==> src/rtl/gate_guard_pkg.sv <==
// gate_guard_pkg: shared types and constants for the gate_guard protection stage.
package gate_guard_pkg;

    typedef enum logic [1:0] {
        DISABLED = 2'd0,
        RUN      = 2'd1,
        TRIP     = 2'd2
    } state_t;

    // Bit positions inside TripCause
    localparam int CAUSE_EXT   = 0;
    localparam int CAUSE_SHOOT = 1;

    localparam int TRIP_COUNT_WIDTH = 8;

    // Saturating increment used for the trip event counter
    function automatic logic [TRIP_COUNT_WIDTH-1:0] tripCountNext(
        input logic [TRIP_COUNT_WIDTH-1:0] count
    );
        if (count == {TRIP_COUNT_WIDTH{1'b1}}) begin
            return count;
        end
        return count + 1'b1;
    endfunction

endpackage

==> src/rtl/gate_guard_sync.sv <==
// gate_guard_sync: two-flop synchronizer with a configurable reset value.
module gate_guard_sync #(
    parameter int               Width      = 1,
    parameter logic [Width-1:0] ResetValue = '1
) (
    input  logic             i_clk,
    input  logic             i_rst,
    input  logic [Width-1:0] i_d,
    output logic [Width-1:0] o_q
);

    logic [Width-1:0] r_meta;
    logic [Width-1:0] r_sync;

    // Two-stage capture of the asynchronous input, forced to the reset value on reset
    always_ff @(posedge i_clk) begin
        if (i_rst) begin
            r_meta <= ResetValue;
            r_sync <= ResetValue;
        end else begin
            r_meta <= i_d;
            r_sync <= r_meta;
        end
    end

    assign o_q = r_sync;

endmodule

==> src/rtl/gate_guard.sv <==
// gate_guard: protection stage between the PWM generator and the gate drivers.
// Registers the switch vector onto the driver pins, blocks truncated pulses on
// entry to run, trips on an external active-low fault and latches the trip
// until a timed clear.
// Optional feature: define GATE_GUARD_SHOOTTHRU_EN to trip on any pair whose
// high- and low-side switches are both requested on.
module gate_guard
    import gate_guard_pkg::*;
#(
    parameter int PairCount      = 24,
    parameter int FaultHoldWidth = 16
) (
    input  logic                          MClk,
    input  logic                          Rst,
    input  logic [2*PairCount-1:0]        SIn,
    input  logic                          Enable,
    input  logic                          FaultN,
    input  logic                          ClearFault,
    input  logic [FaultHoldWidth-1:0]     FaultHoldCount,
    output logic [2*PairCount-1:0]        SOut,
    output logic                          Running,
    output logic                          Fault,
    output logic [1:0]                    TripCause,
    output logic [$clog2(PairCount)-1:0]  TripPair,
    output logic [TRIP_COUNT_WIDTH-1:0]   TripCount
);

    localparam int PairIdxWidth = $clog2(PairCount);

    logic                        w_faultS;
    logic                        w_shootNow;
    logic                        w_tripNow;
    logic [PairIdxWidth-1:0]     w_tripPair;
    logic [2*PairCount-1:0]      w_rise;

    state_t                      r_state;
    logic [2*PairCount-1:0]      r_sInPrev;
    logic [2*PairCount-1:0]      r_released;
    logic [2*PairCount-1:0]      r_sOut;
    logic [1:0]                  r_tripCause;
    logic [PairIdxWidth-1:0]     r_tripPair;
    logic [TRIP_COUNT_WIDTH-1:0] r_tripCount;
    logic [FaultHoldWidth-1:0]   r_holdCnt;

    gate_guard_sync #(
        .Width      (1),
        .ResetValue (1'b1)
    ) u_faultSync (
        .i_clk (MClk),
        .i_rst (Rst),
        .i_d   (FaultN),
        .o_q   (w_faultS)
    );

`ifdef GATE_GUARD_SHOOTTHRU_EN
    logic [PairCount-1:0] w_overlap;

    // Flag every pair whose two switches are requested on together
    always_comb begin
        w_overlap = '0;
        for (int k = 0; k < PairCount; k++) begin
            w_overlap[k] = SIn[2*k] & SIn[2*k+1];
        end
    end

    // Lowest overlapping pair wins, scanning from the top down
    always_comb begin
        w_tripPair = '0;
        for (int k = PairCount - 1; k >= 0; k--) begin
            if (w_overlap[k]) begin
                w_tripPair = PairIdxWidth'(k);
            end
        end
    end

    assign w_shootNow = |w_overlap;
`else
    assign w_shootNow = 1'b0;
    assign w_tripPair = '0;
`endif

    assign w_rise    = SIn & ~r_sInPrev;
    assign w_tripNow = (r_state == RUN) && (!w_faultS || w_shootNow);

    // Protection state machine and all registered gate-side outputs
    always_ff @(posedge MClk) begin
        if (Rst) begin
            r_state     <= DISABLED;
            r_sInPrev   <= '0;
            r_released  <= '0;
            r_sOut      <= '0;
            r_tripCause <= '0;
            r_tripPair  <= '0;
            r_tripCount <= '0;
            r_holdCnt   <= '0;
        end else begin
            r_sInPrev <= SIn;
            case (r_state)
                DISABLED: begin
                    r_sOut <= '0;
                    if (Enable) begin
                        if (w_faultS) begin
                            r_state    <= RUN;
                            r_released <= '0;
                        end else begin
                            r_state                <= TRIP;
                            r_tripCause            <= '0;
                            r_tripCause[CAUSE_EXT] <= 1'b1;
                            r_tripPair             <= '0;
                            r_tripCount            <= tripCountNext(r_tripCount);
                            r_holdCnt              <= '0;
                        end
                    end
                end
                RUN: begin
                    if (w_tripNow) begin
                        r_state                  <= TRIP;
                        r_sOut                   <= '0;
                        r_tripCause[CAUSE_EXT]   <= !w_faultS;
                        r_tripCause[CAUSE_SHOOT] <= w_shootNow;
                        r_tripPair               <= w_tripPair;
                        r_tripCount              <= tripCountNext(r_tripCount);
                        r_holdCnt                <= '0;
                    end else if (!Enable) begin
                        r_state <= DISABLED;
                        r_sOut  <= '0;
                    end else begin
                        r_released <= r_released | w_rise;
                        r_sOut     <= SIn & (r_released | w_rise);
                    end
                end
                TRIP: begin
                    r_sOut <= '0;
                    if (r_holdCnt < FaultHoldCount) begin
                        r_holdCnt <= r_holdCnt + 1'b1;
                    end else begin
                        r_holdCnt <= FaultHoldCount;
                    end
                    if (ClearFault && (r_holdCnt == FaultHoldCount) && w_faultS) begin
                        if (Enable) begin
                            r_state    <= RUN;
                            r_released <= '0;
                        end else begin
                            r_state <= DISABLED;
                        end
                    end
                end
                default: begin
                    r_state <= DISABLED;
                    r_sOut  <= '0;
                end
            endcase
        end
    end

    assign SOut      = r_sOut;
    assign Running   = (r_state == RUN);
    assign Fault     = (r_state == TRIP);
    assign TripCause = r_tripCause;
    assign TripPair  = r_tripPair;
    assign TripCount = r_tripCount;

endmodule

==> config.mk <==
export PLATFORM = sky130hd
export DESIGN_NAME = gate_guard
export DESIGN_NICKNAME = d
export VERILOG_FILES = /design/src/rtl/gate_guard_pkg.sv /design/src/rtl/gate_guard_sync.sv /design/src/rtl/gate_guard.sv
export SDC_FILE = /design/constraint.sdc
export NUM_CORES = 1
export LEC_CHECK = 0
export ABC_AREA = 1
export CORE_ASPECT_RATIO = 1.1
export CORE_MARGIN = 1
export CORE_UTILIZATION = 45
export CTS_BUF_LIST = sky130_fd_sc_hd__clkbuf_2 sky130_fd_sc_hd__clkbuf_4 sky130_fd_sc_hd__clkbuf_8
export DETAILED_ROUTE_END_ITERATION = 8
export PLACE_DENSITY = 0.74
export SLEW_MARGIN = 10
export SYNTH_ARGS = -nofsm -noshare
export SYNTH_HDL_FRONTEND = slang
export SYNTH_SLANG_ARGS = --single-unit
==> constraint.sdc <==
create_clock -name MClk -period 1.85 [get_ports MClk]
set_input_delay 0.185 -clock MClk [delete_from_list [all_inputs] [get_ports MClk]]
set_output_delay 0.185 -clock MClk [all_outputs]
set_load 0.05 [all_outputs]
Word level (Yosys, flattened, before mapping)
Cells that the tools add are included.
{"block": "word_totals", "reg_bits": 179, "latchBits": 0, "ram_bits": 0, "romBits": 0, "wordCells": 86, "n_memories": 0}
{"block": "classes", "n_addsub": 2, "n_mul": 0, "div": 0, "n_lt_le_gt_ge": 1, "eq_ne": 13, "shifts": 0, "mux": 42, "bitwise": 6, "n_reduce_logical": 12}
{"op": "$mux W48", "n": 6}
{"op": "$pmux W48 S3", "n": 1}
{"op": "$and A48 B48 Y48", "n": 2}
{"op": "$mux W16", "n": 4}
{"op": "$mux W8", "n": 6}
{"op": "$not A48 Y48", "n": 1}
{"op": "$or A48 B48 Y48", "n": 1}
{"op": "$pmux W16 S3", "n": 1}
{"op": "$add A16 B1 Y16 const B", "n": 1}
{"op": "$eq A16 B16 Y1", "n": 1}
{"op": "$lt A16 B16 Y1", "n": 1}
{"op": "$mux W2", "n": 8}
{"op": "$pmux W8 S2", "n": 1}
{"op": "$mux W5", "n": 3}
{"op": "$ne A2 B2 Y1 const B", "n": 5}
{"op": "$pmux W5 S2", "n": 1}
{"op": "$mux W1", "n": 9}
{"op": "$add A8 B1 Y8 const B", "n": 1}
{"op": "$eq A8 B8 Y1 const B", "n": 1}
{"op": "$reduce_and A4 Y1", "n": 2}
{"op": "$reduce_and A7 Y1", "n": 1}
{"op": "$ne A2 B1 Y1 const B", "n": 3}
{"op": "$pmux W2 S3", "n": 1}
{"op": "$pmux W2 S2", "n": 1}
{"op": "other kinds (11)", "n": 14}

Longest topological paths before layout
Gate-level depths: netlist (run 1).
{"block": "logic_depth", "depth_word": 10, "ltp_mapped": 15}

Cells and area by module
Synthesis (run 1) repeated with hierarchy kept, for this count alone.
{"block": "unflattened", "hier_cells": 906, "area_unflattened_um2": 6942.9}
{"mod": "gate_guard", "n_inst": 1, "cells_each": 899, "area_per_inst_um2": 6884.1}
{"mod": "gate_guard_sync", "n_inst": 1, "cells_each": 7, "area_per_inst_um2": 58.8}

Least setup slack after synthesis (run 1)
No wires, ideal clock.
{"block": "synth_timing", "kind": "register -> register", "startpoint": "register r_tripCount[0] (netlist: TripCount[0])", "endpoint": "register r_tripCount[0] (netlist: TripCount[0])", "setup_ps": 148, "arrival_ps": 1855, "required_time_ps": 1702, "path_slack_ps": -153, "path_stages_with_launch": 10, "n_path_buf": 1, "path_cell_list": "dfxtp_1 ha_1 inv_1 nor4_2 nand2_1 nand2_2 inv_1 buf_6 o21ai_0 a21oi_1"}
{"block": "synth_via", "elab_chain_cells": 10}
{"item": "start: declaration", "line_no": "gate_guard.sv:42", "text": "logic [TRIP_COUNT_WIDTH-1:0] r_tripCount;"}
{"item": "start signal: assignment", "line_no": "gate_guard.sv:110", "text": "r_tripCount <= tripCountNext(r_tripCount);"}
{"item": "start signal: assignment", "line_no": "gate_guard.sv:122", "text": "r_tripCount <= tripCountNext(r_tripCount);"}
{"item": "$eq A8 B8 Y1", "line_no": "gate_guard_pkg.sv:20", "text": "if (count == {TRIP_COUNT_WIDTH{1'b1}}) begin"}
{"item": "$mux W1", "line_no": "gate_guard_pkg.sv:20"}
{"item": "$mux W1", "line_no": "gate_guard.sv:102", "text": "if (w_faultS) begin"}
{"item": "$mux W1", "line_no": "gate_guard.sv:101", "text": "if (Enable) begin"}
{"item": "$mux W1", "line_no": "gate_guard.sv:98", "text": "case (r_state)"}
{"item": "$mux W1", "line_no": "gate_guard.sv:87", "text": "if (Rst) begin"}
{"item": "$mux W8", "line_no": "gate_guard_pkg.sv:23", "text": "return count + 1'b1;"}
{"item": "$mux W8", "line_no": "gate_guard.sv:102"}
{"item": "$mux W8", "line_no": "gate_guard.sv:101"}
{"item": "$pmux W8 S2 *", "line_no": "gate_guard.sv:98"}
Every way passes the cells marked *; elsewhere a longest branch is shown, timed or not. The select of a mux whose other input is x is not followed.
A chain may end at the register's enable or synchronous reset.

Worst setup path in the final report (run 1)
{"block": "layout_timing", "startpoint": "register r_holdCnt[14]", "endpoint": "register r_released[26]"}
{"block": "layout_via", "elab_chain_cells": 5}
{"item": "start: declaration", "line_no": "gate_guard.sv:43", "text": "logic [FaultHoldWidth-1:0] r_holdCnt;"}
{"item": "start signal: assignment", "line_no": "gate_guard.sv:135", "text": "r_holdCnt <= r_holdCnt + 1'b1;"}
{"item": "start signal: assignment", "line_no": "gate_guard.sv:137", "text": "r_holdCnt <= FaultHoldCount;"}
{"item": "$eq A16 B16 Y1", "line_no": "gate_guard.sv:139", "text": "if (ClearFault && (r_holdCnt == FaultHoldCount) && w_faultS) begin"}
{"item": "$logic_and A1 B1 Y1 (2 in series)", "line_no": "gate_guard.sv:139"}
{"item": "$ne A2 B1 Y1 (no line)"}
{"item": "$reduce_and A7 Y1 (no line)"}
{"item": "end signal: assignment", "line_no": "gate_guard.sv:128", "text": "r_released <= r_released | w_rise;"}
{"item": "end: declaration", "line_no": "gate_guard.sv:38", "text": "logic [2*PairCount-1:0] r_released;"}
No other way between the ends.

==> metrics.md, run 1 <==
| Metric | Value |
|---|---|
| Row count | `between 40 and 50` |
| Hpwl dp | `10,200 um` |
| Ys async rst share | `0` |
| Routing usage on met1 | `0.259` |
| R2R depth | `10` |
| Net Sw Frac | `0.251` |
| Status | `finished, violations left` |
| Worst-Skew Late Latency | `~0.45 ns` |
| Final setup violation count | `36` |
| Worst hold path class | `in -> reg` |
| Net switching power | `1.84 mW` |
| CP arrival | `2.31 ns` |
| Share of layout cells above drive strength 1 | `0.120` |
| Final Hold Violating Endpoints | `0` |
| Port bufs | `127` |
| Logic pwr share | `0.129` |
| Setup TNS | `-0.956 ns` |
| Reg2reg start | `r_holdCnt[14]` |
| Hold Crit Depth | `4` |
| Initial antenna violation count | `0` |
| Routed wire per std cell | `13.2 um` |
| Gate Count Post-Synth | `900` |
| Count of different cell masters after synthesis | `28` |
| # Max-Cap Violations | `0` |
| Worst-margin pin slew | `between 0.5 and 0.6 ns` |
| Critical Path Fanout Max | `8` |
| Total Routed Length | `16,900 um` |
| N_diodes | `0` |
| Fillers | `around 1,300` |
| Post-Syn Area | `~6900 um2` |
| CP required | `2.23 ns` |
| CTS buffer count | `17` |
| Clock slew at reported path FFs | `approximately 0.09 ns` |
| Global-route wire length before repair | `27,200 um` |
| Final setup margin | `-0.0766 ns` |
| Clock root buffer | `clkbuf_8` |
| CTS max path bufs | `2` |
| Hold WS | `0.153 ns` |
| Crit end category | `flip-flop` |
| Top cells by area, synth | `dfxtp_1, nor2_1, nand2_1, a21oi_1, inv_1` |
| Final Max Tran Viols | `0` |
| P_int | `5.49 mW` |
| Synthesis-stage register bit count | `approximately 170` |
| Antenna-violating nets left | `0` |
| Initial Util | `0.461` |
| Max VDD drop | `591 uV` |
| Hold buffer count at CTS | `0` |
| Top cells by count, synth | `dfxtp_1, nor2_1, nand2_1, inv_1, a21oi_1` |
| Top-Level Pins | `about 130` |
| CTS Sinks | `about 170` |
| DIE WIDTH | `120 um` |
| Period utilisation layout | `1.04` |
| Vias in the first global route | `6,003` |
| # DRC | `0` |
| Initial DRC Count | `about 280` |
| Total track usage | `0.213` |
| Average size of a mapped cell | `just under 8 um2` |
| Die Span Y | `132 um` |
| CTS tree | `built` |
| Met2 Track Usage GR | `0.359` |
| Fin nets | `around 1,200` |
| Hold path startpoint | `Rst` |
| RSZ-0062 raised after global routing | `yes` |
| Routing usage on met3 | `0.0545` |
| Fmax | `between 500 and 600 MHz` |
| Placed cell areas | `8660 um2` |
| Register share of total power | `0.526` |
| GPL Wtd Cong | `0.878` |
| Pleak | `4.01 nW` |
| Flop-to-flop setup slack | `-0.08 ns` |
| Most numerous cell in the Yosys netlist | `dfxtp_1` |
| Post-route cell area | `around 9500 um2` |
| Total number of vias | `between 6,000 and 7,000` |
| Failing checks | `negative setup slack` |
| Tmin final | `about 1.9 ns` |
| Vias/cell | `about 4.9` |
| Critical path type | `reg -> reg` |
| Max_slew headroom | `0.617` |
| Area growth, synth to finish | `37.2%` |
| Startpoint Class | `flip-flop` |
| Main synth FF type | `dfxtp_1` |
| Post-synth top area share | `0.499` |
| Pwr dens | `roughly 770 nW/um2` |
| WHS Endpoint | `TripCount[2]` |
| Synthesis Warnings | `0` |
| Number of flops mapped to enable cells by yosys | `0` |
| Busiest grt layer | `met2` |
| Clock network power share | `0.345` |
| Multi-input logic area | `between 3000 and 4000 um2` |
| Cell accounting for the most synthesized area | `dfxtp_1` |
| Total die area | `between 15,000 and 20,000 um2` |
| Largest net degree at the start of global routing | `~120` |
| GR Overflow Total | `0` |
| Clk_skew | `around 0.015 ns` |
| H-Tree Depth | `4` |
| Sequential area share after synthesis | `0.499` |
| R2r endpoint | `r_released[26]` |
| Register area | `approximately 3500 um2` |
| Core Region | `between 15,000 and 20,000 um2` |
| Total Power | `7.33 mW` |
| Drt first pass iters | `4` |
[layout by cell type, fill, tap and decap left out, drive strengths merged, types with 9 or more instances in the layout]
master         synthesis  layout
inv                   96      97
nor3                  41      41
nand3                 58      58
nand3b                39      39
a21oi                 78      78
clkdlybuf4s50          0     114
nor2                 164     164
nand2                149     149
clkbuf                24      31
dfxtp                173     173
buf                   21      57
ha                    18      18
o21bai                 9       9
[how the worst max path moves through the flow]
| stage | startpoint | to | depth (start not counted) |
|---|---|---|---|
| after floorplan | r_holdCnt[11] | r_released[28] | 12 |
| after global placement | FaultHoldCount[14] | r_released[13] | 11 |
| after detailed placement | FaultHoldCount[14] | r_released[37] | 10 |
| after CTS | r_holdCnt[14] | r_released[16] | 10 |
| after global routing | r_holdCnt[13] | r_released[32] | 10 |
| final | r_holdCnt[14] | r_released[26] | 10 |
[metrics by stage]
| step | setup WS (ns) | cells | utilization |
|---|---|---|---|
| after floorplan | 0.0326 | 905 | - |
| after global placement | -0.414 | 1226 | 0.575 |
| after detailed placement | -0.487 | 1226 | 0.575 |
| after CTS | -0.0461 | 1267 | 0.618 |
| after global routing | -0.188 | 1275 | 0.632 |
| final | -0.0766 | 1275 | 0.632 |
[critical path, stage by stage, from the launching register on]
cell and delay (ns):
dfxtp_2 0.34, ha_4 0.26, nand4_1 0.17, nor2_4 0.18, nand3_2 0.11, a21boi_4 0.20, buf_6 0.14, buf_12 0.11
buf_16 0.12, nand3b_1 0.10, a21oi_2 0.14
[sequential cells by signal, summed over array words and instances, names as in the netlist]
signal	flops
SOut	48
TripCause	1
TripCount	8
r_holdCnt	16
r_released	48
r_sInPrev	48
r_state	2
u_faultSync.o_q	1
u_faultSync.r_meta	1
[power groups by stage]
stage               Clock [mW]  Combinational [mW]  Sequential (mW)
floorplan                    0               0.415             3.97
global placement             0               0.748             3.93
detailed placement           0               0.757             3.94
CTS                       2.61               0.866             3.85
global route              2.78                1.02             3.86
finish                    2.53               0.947             3.85
[cell families (layout without fill, tap and decap cells)]
group | Yosys count | in the layout | share of synthesized area
AOI/OAI and AO/OA | 93 | 93 | 0.0716
xor gates and xnor gates | 13 | 13 | 0.0164
adders and majority gates | 18 | 18 | 0.0325
buffers and inverters | 141 | 315 | 0.0855
DFF | 173 | 173 | 0.499
other | 1 | 6 | 0.000541
and+or+nand+nor | 461 | 461 | 0.294
[repair_timing]
action,4_1_cts,5_1_grt
pin swaps,5,3
gates resized for setup,32,18
setup buffers,6,1
cloned,4,7
setup endpoints to repair,55,73
[metal layers]
metal	share of wire	up-vias
met5	0	-
met3	0.049	25
met1	0.44	2862
met2	0.49	136
met4	0.021	0
li1	-	3188
[area by class of cell]
| cell class | count | share of cell area |
|---|---|---|
| clock buffers | 26 | 0.0363 |
| clock inverters | 6 | 0.00500 |
| inverters | 96 | 0.0390 |
| multi-input cells | 591 | 0.317 |
| flip-flops and latches | 173 | 0.365 |
| well taps | 196 | 0.0258 |
| repair buffers | 186 | 0.211 |
| repair inverters | 1 | 0.000789 |
Power figures use the tool's default switching activity.
==> run 2, diff against run 1 <==
--- a/config.mk
+++ b/config.mk
@@ -12,7 +12,7 @@
 export CTS_BUF_LIST = sky130_fd_sc_hd__clkbuf_2 sky130_fd_sc_hd__clkbuf_4 sky130_fd_sc_hd__clkbuf_8
 export DETAILED_ROUTE_END_ITERATION = 8
 export PLACE_DENSITY = 0.74
-export SLEW_MARGIN = 10
+export SLEW_MARGIN = 20
 export SYNTH_ARGS = -nofsm -noshare
 export SYNTH_HDL_FRONTEND = slang
 export SYNTH_SLANG_ARGS = --single-unit
==> results of run 2 <==
Same layout as run 1: the final DEF is identical, and so are final timing and power.
